--- src/rtl/rv_ctl_hs.sv ---
// Multicycle RISC-V control FSM with a ready/request memory handshake, bus timeout,
// illegal-instruction/bus-error trap, and cycle/retired-instruction counters.
module rv_ctl_hs #(
  parameter int unsigned MEM_TIMEOUT = 15,
  parameter int unsigned CNT_W       = 32
) (
  input  logic             clk,
  input  logic             rst,
  input  logic [31:0]      instr,
  input  logic             zero,
  input  logic             mem_ready,
  output logic             memreq,
  output logic             memrw,
  output logic             pcsourse,
  output logic             pcwrite,
  output logic             pccen,
  output logic             irwrite,
  output logic             regwen,
  output logic             mdrwrite,
  output logic [1:0]       wbsel,
  output logic [1:0]       immsel,
  output logic [1:0]       asel,
  output logic [1:0]       bsel,
  output logic [3:0]       alusel,
  output logic             illegal,
  output logic             bus_err,
  output logic             halted,
  output logic [CNT_W-1:0] cycle_cnt,
  output logic [CNT_W-1:0] instret_cnt
);

  localparam logic       PC_INC    = 1'b0;
  localparam logic       PC_ALU    = 1'b1;
  localparam logic [1:0] WB_ALUOUT = 2'd0;
  localparam logic [1:0] WB_MDR    = 2'd1;
  localparam logic [1:0] WB_PC     = 2'd2;
  localparam logic [1:0] IMM_I     = 2'd0;
  localparam logic [1:0] IMM_S     = 2'd1;
  localparam logic [1:0] IMM_B     = 2'd2;
  localparam logic [1:0] IMM_J     = 2'd3;
  localparam logic [1:0] IMM_L     = IMM_I;
  localparam logic [1:0] ALUA_REG  = 2'd0;
  localparam logic [1:0] ALUA_PCC  = 2'd1;
  localparam logic [1:0] ALUB_REG  = 2'd0;
  localparam logic [1:0] ALUB_IMM  = 2'd1;
  localparam logic [3:0] ALU_ADD   = 4'b0000;
  localparam logic [3:0] ALU_SUB   = 4'b0001;

  localparam int unsigned WAIT_W = (MEM_TIMEOUT > 0) ? $clog2(MEM_TIMEOUT + 1) : 1;
  localparam logic [WAIT_W-1:0] WAIT_MAX = WAIT_W'(MEM_TIMEOUT);

  typedef enum logic [3:0] {
    FETCH, DECODE, LSW_ADDR, LW_MEM, LW_WB, SW_MEM,
    RTYPE_ALU, ITYPE_ALU, ALU_WB, BR_EXEC, JAL_EXEC, TRAP
  } state_e;

  typedef enum logic [2:0] {
    C_LW, C_SW, C_R, C_I, C_BR, C_JAL, C_ILL
  } iclass_e;

  state_e             state_q, state_d;
  logic [WAIT_W-1:0]  wait_q, wait_d;
  logic               illegal_q, illegal_d;
  logic               bus_err_q, bus_err_d;
  logic [CNT_W-1:0]   cycle_q, cycle_d;
  logic [CNT_W-1:0]   instret_q, instret_d;
  logic               retire;
  logic               mem_state;
  logic               timeout;
  iclass_e            iclass;

  logic [6:0] opcode;
  logic [2:0] funct3;
  logic       unused_instr;

  assign opcode       = instr[6:0];
  assign funct3       = instr[14:12];
  assign unused_instr = ^{instr[31], instr[29:15], instr[11:7]};

  always_comb begin
    iclass = C_ILL;
    case (opcode)
      7'b0000011: if (funct3 == 3'b010) iclass = C_LW;
      7'b0100011: if (funct3 == 3'b010) iclass = C_SW;
      7'b0110011: iclass = C_R;
      7'b0010011: if (funct3 == 3'b000 || funct3 == 3'b100 ||
                      funct3 == 3'b110 || funct3 == 3'b111) iclass = C_I;
      7'b1100011: if (funct3 == 3'b000 || funct3 == 3'b001) iclass = C_BR;
      7'b1101111: iclass = C_JAL;
      default:    iclass = C_ILL;
    endcase
  end

  assign mem_state = (state_q == FETCH) || (state_q == LW_MEM) || (state_q == SW_MEM);
  assign timeout   = (MEM_TIMEOUT != 0) && mem_state && !mem_ready && (wait_q == WAIT_MAX);

  // NOTE: every output and next-state value gets a default first so no path through
  // the case statement can leave a signal unassigned and infer a latch.
  always_comb begin
    memreq    = 1'b0;
    memrw     = 1'b0;
    pcsourse  = PC_INC;
    pcwrite   = 1'b0;
    pccen     = 1'b0;
    irwrite   = 1'b0;
    regwen    = 1'b0;
    mdrwrite  = 1'b0;
    wbsel     = WB_PC;
    immsel    = IMM_B;
    asel      = ALUA_REG;
    bsel      = ALUB_REG;
    alusel    = ALU_ADD;
    halted    = 1'b0;
    state_d   = state_q;
    wait_d    = '0;
    illegal_d = illegal_q;
    bus_err_d = bus_err_q;
    retire    = 1'b0;

    // A waiting memory state either counts another wait cycle or gives up; the
    // counter falls back to zero whenever the state is left, so entry always starts clean.
    if (mem_state && !mem_ready) begin
      if (timeout) begin
        state_d   = TRAP;
        bus_err_d = 1'b1;
      end else if (MEM_TIMEOUT != 0) begin
        wait_d = wait_q + WAIT_W'(1);
      end
    end

    case (state_q)
      FETCH: begin
        memreq = 1'b1;
        if (mem_ready) begin
          irwrite = 1'b1;
          pcwrite = 1'b1;
          pccen   = 1'b1;
          state_d = DECODE;
        end
      end
      DECODE: begin
        asel = ALUA_PCC;
        bsel = ALUB_IMM;
        case (iclass)
          C_LW, C_SW: state_d = LSW_ADDR;
          C_R:        state_d = RTYPE_ALU;
          C_I:        state_d = ITYPE_ALU;
          C_BR:       state_d = BR_EXEC;
          C_JAL:      state_d = JAL_EXEC;
          default: begin
            state_d   = TRAP;
            illegal_d = 1'b1;
          end
        endcase
      end
      LSW_ADDR: begin
        asel    = ALUA_REG;
        bsel    = ALUB_IMM;
        immsel  = (iclass == C_SW) ? IMM_S : IMM_L;
        state_d = (iclass == C_SW) ? SW_MEM : LW_MEM;
      end
      LW_MEM: begin
        memreq = 1'b1;
        if (mem_ready) begin
          mdrwrite = 1'b1;
          state_d  = LW_WB;
        end
      end
      LW_WB: begin
        wbsel   = WB_MDR;
        regwen  = 1'b1;
        retire  = 1'b1;
        state_d = FETCH;
      end
      SW_MEM: begin
        memreq = 1'b1;
        memrw  = 1'b1;
        if (mem_ready) begin
          retire  = 1'b1;
          state_d = FETCH;
        end
      end
      RTYPE_ALU: begin
        alusel  = {funct3, instr[30]};
        state_d = ALU_WB;
      end
      ITYPE_ALU: begin
        immsel  = IMM_I;
        bsel    = ALUB_IMM;
        alusel  = {funct3, 1'b0};
        state_d = ALU_WB;
      end
      ALU_WB: begin
        wbsel   = WB_ALUOUT;
        regwen  = 1'b1;
        retire  = 1'b1;
        state_d = FETCH;
      end
      BR_EXEC: begin
        alusel   = ALU_SUB;
        pcsourse = PC_ALU;
        pcwrite  = funct3[0] ? ~zero : zero;
        retire   = 1'b1;
        state_d  = FETCH;
      end
      JAL_EXEC: begin
        asel     = ALUA_PCC;
        bsel     = ALUB_IMM;
        immsel   = IMM_J;
        pcsourse = PC_ALU;
        pcwrite  = 1'b1;
        regwen   = 1'b1;
        wbsel    = WB_PC;
        retire   = 1'b1;
        state_d  = FETCH;
      end
      TRAP: begin
        halted  = 1'b1;
        state_d = TRAP;
      end
      default: state_d = TRAP;
    endcase
  end

  assign cycle_d   = (state_q != TRAP) ? cycle_q + CNT_W'(1) : cycle_q;
  assign instret_d = retire ? instret_q + CNT_W'(1) : instret_q;

  // NOTE: state registers use non-blocking assignments so every flop samples the
  // pre-edge value of its neighbours, matching the hardware it describes.
  always_ff @(posedge clk or posedge rst) begin
    if (rst) begin
      state_q   <= FETCH;
      wait_q    <= '0;
      illegal_q <= 1'b0;
      bus_err_q <= 1'b0;
      cycle_q   <= '0;
      instret_q <= '0;
    end else begin
      state_q   <= state_d;
      wait_q    <= wait_d;
      illegal_q <= illegal_d;
      bus_err_q <= bus_err_d;
      cycle_q   <= cycle_d;
      instret_q <= instret_d;
    end
  end

  assign illegal     = illegal_q;
  assign bus_err     = bus_err_q;
  assign cycle_cnt   = cycle_q;
  assign instret_cnt = instret_q;

endmodule

--- config.mk ---
export PLATFORM = sky130hd
export DESIGN_NAME = rv_ctl_hs
export DESIGN_NICKNAME = d
export VERILOG_FILES = /design/src/rtl/rv_ctl_hs.sv
export SDC_FILE = /design/constraint.sdc
export NUM_CORES = 1
export LEC_CHECK = 0
export ABC_AREA = 1
export CORE_ASPECT_RATIO = 0.75
export CORE_MARGIN = 5
export CORE_UTILIZATION = 50
export CTS_CLUSTER_DIAMETER = 60
export DETAILED_ROUTE_END_ITERATION = 8
export PLACE_DENSITY = 0.9
export SYNTH_ARGS = -nofsm -noshare
export SYNTH_HDL_FRONTEND = slang
export SYNTH_SLANG_ARGS = --single-unit
--- constraint.sdc ---
create_clock -name clk -period 3.3 [get_ports clk]
set_input_delay 0.66 -clock clk [delete_from_list [all_inputs] [get_ports clk]]
set_output_delay 0.66 -clock clk [all_outputs]
set_load 0.02 [all_outputs]
==> flow_summary.ini <==
[routing]
wl_per_cell_um = 12.9
via_per_inst = 5.00
drt_iter0_markers = 322
antenna_left = 0
finalWirelength_mm = 12.2
first_pass_iters = 5
drcViolationCount = 0
vias = 4751

[finish]
nNetsFinal = 858
n_antenna_cell = 0
area_delta_synth_final_pct = 30.3
multi_input_area_um2 = 2520
fillers = 817
drive_above_1_share_pct = 4.50
seqCellArea_um2 = 1850

[hold_path]
hp-class = reg2reg

[timing]
fin_crit_ps = 3100
fin_ws_ps = 204
skew_ps = 7.64
whs_ps = 467
slew-limit-headroom_pct = 61.5
rsz0062_at_grt = no
slew_viol_final = 0
final-setup-viol-count = 0
finalHoldViolCount = 0
worstMarginPinSlew_ps = 572
fin_crit_sh_pct = 93.8
setup_tns_ps = 0
max_freq_ghz = 0.323

[clocking]
cts_tree = done
cts_buffers = 9
root_buffer = clkbuf_16
clk_path_buf_depth = 2
hold_buffers = 0
htreeDepth = 3
ctsResizeCount = 0
post_cts_buffers = 0
path_clk_slew_ps = 60
clkSinkCount = 74
clk-insertion-delay-late_ps = 330

[floorplan]
start_util_pct = 51.8
die-area_um2 = 11600
ioPinCount = 123
num_rows = 30
coreArea_um2 = 9160
die_h_um = 94.4
die_w_um = 123

[power]
powerDensity_nw_per_um2 = 570
power_mw = 3.53
p_leak_nw = 2.80
peakVddDrop_mv = 0.633

[global_route]
grt_pass1_vias = 4279
grt_pass1_wl_mm = 20.2
grt-ovfl-total = 0
grt_max_degree = 75
antenna_found_initial = 0
track_usage_pct = 21.7

[yosys]
yosysTopAreaCell = dfrtp_1
synthCells = 715
yosysSeqAreaShare_pct = 39.0
ys_seq_elements = 74
netlist-cell-type-count = 32
ys_async_sr_fraction_pct = 100
synth_area_leaders = dfrtp_1 39%, nand2_1 22%, nor2_1 9.3%
netlist.area_leader.share_pct = 39.0
synth_edf_count = 0
synth.avg_cell_area_um2 = 6.64
ys_warn_count = 0
syn_area_um2 = 4750
synthFlopType = dfrtp_1

[worst_setup_path]
cp.required_ps = 2640
start_kind = input pin
crit_chain = clkdlybuf4s50_1 -> inv_1 -> nand3_1 -> nor3_1 -> nand2_1 -> nand2_1 -> clkdlybuf4s50_1
end_kind = output pin
critPathSlowestCell = clkdlybuf4s50_1
worstSetupPathType = in2out
cp_top_family = buffers and inverters
crit_arrival_ps = 2440
critPathMaxStageDelay_ps = 610
path_buf_inv = 3
crit_fanout = 3

[placed_design]
port_buffers = 99
pre_cts_ws_ps = 245
dp_hpwl_mm = 9.59
place_congestion = 0.951

[flow_run]
maxCapViolCount = 0

[status]
outcome = finished, final reports clean
## layout make-up
type | count | share of cell area, %
clock buffers | 10 | 3.86
well taps | 128 | 2.59
inverters | 82 | 4.98
clock inverters | 5 | 1.27
flip-flops and latches | 74 | 29.9
multi-input cells | 550 | 40.8
repair buffers | 102 | 16.6
## synthesized netlist by cell type, types with 2 or more instances
cell type / n
a21oi_1: 3
and3_1: 2
buf_2: 3
buf_4: 4
buf_6: 2
dfrtp_1: 74
ha_1: 3
inv_1: 78
inv_2: 4
nand2_1: 284
nand2_2: 3
nand3_1: 34
nand3b_1: 10
nand4_1: 10
nor2_1: 118
nor2_2: 4
nor2_4: 3
nor3_1: 17
o21ai_0: 8
xnor2_1: 18
xor2_1: 22
## metrics by stage
step	util [%]	std cells	instance area [um^2]
floorplan	-	716	4750
global placement	64.1	936	5870
detailed placement	64.1	936	5870
CTS	67.5	951	6180
global route	67.5	951	6180
finish	67.5	951	6180
## placed cells by master (no fill, tap or decap), types with 2 or more instances in the layout
master and count:
nand2_1 284, ha_1 3, o21ai_0 8, clkdlybuf4s50_1 99, nor2_4 3, nor2_1 118
bufinv_16 2, nand4_1 10, inv_1 77, nand3_1 34, nor2_2 4, clkinv_2 2
nand3b_1 10, and3_1 2, a21oi_1 3, clkbuf_16 9, nor3_1 17, xnor2_1 18
conb_1 2, buf_4 2, dfrtp_1 74, xor2_1 22, inv_2 5, nand2_2 3
## layer usage
layer	GRT usage, %	share of wire [%]	vias up
met5	0	0	-
met4	5.59	1.5	0
met3	4.43	8.6	15
met2	32.3	42	199
met1	32.2	47	2143
li1	-	-	2394
## path summary, 6_finish.rpt
path	from	end	slack, ps	depth (start not counted)
max	instr[6]	immsel[0]	200	7
min	illegal	illegal	470	2
max reg2reg	state_q[1]	instret_cnt[20]	1260	8
min reg2reg	illegal	illegal	470	2
max in group asynchronous	rst	cycle_cnt[27]	2250	3
min in group asynchronous	rst	bus_err	730	3
## sequential cells by signal, indices dropped and copies added (netlist names)
register and flops:
wait_q 4, instret_cnt 32, state_q 4, cycle_cnt 32, bus_err 1, illegal 1
## worst min-delay path, cell delays in order (launching register included)
cell and delay (ps):
dfrtp_1 340, inv_1 40, nand2_1 50
## power breakdown
group          switching (mW)  internal [mW]
Sequential              0.145           1.02
Combinational           0.816          0.497
Clock                   0.371          0.677
## logic make-up after synthesis
group / share of synthesized area [%]
other: 0.0790
adders and majority gates: 0.791
buffers and inverters: 7.98
DFF: 39.0
AOI/OAI and AO/OA: 1.90
xor gates and xnor gates: 7.38
and+or+nand+nor: 42.9
No activity file was read; power rests on OpenSTA's default activity.
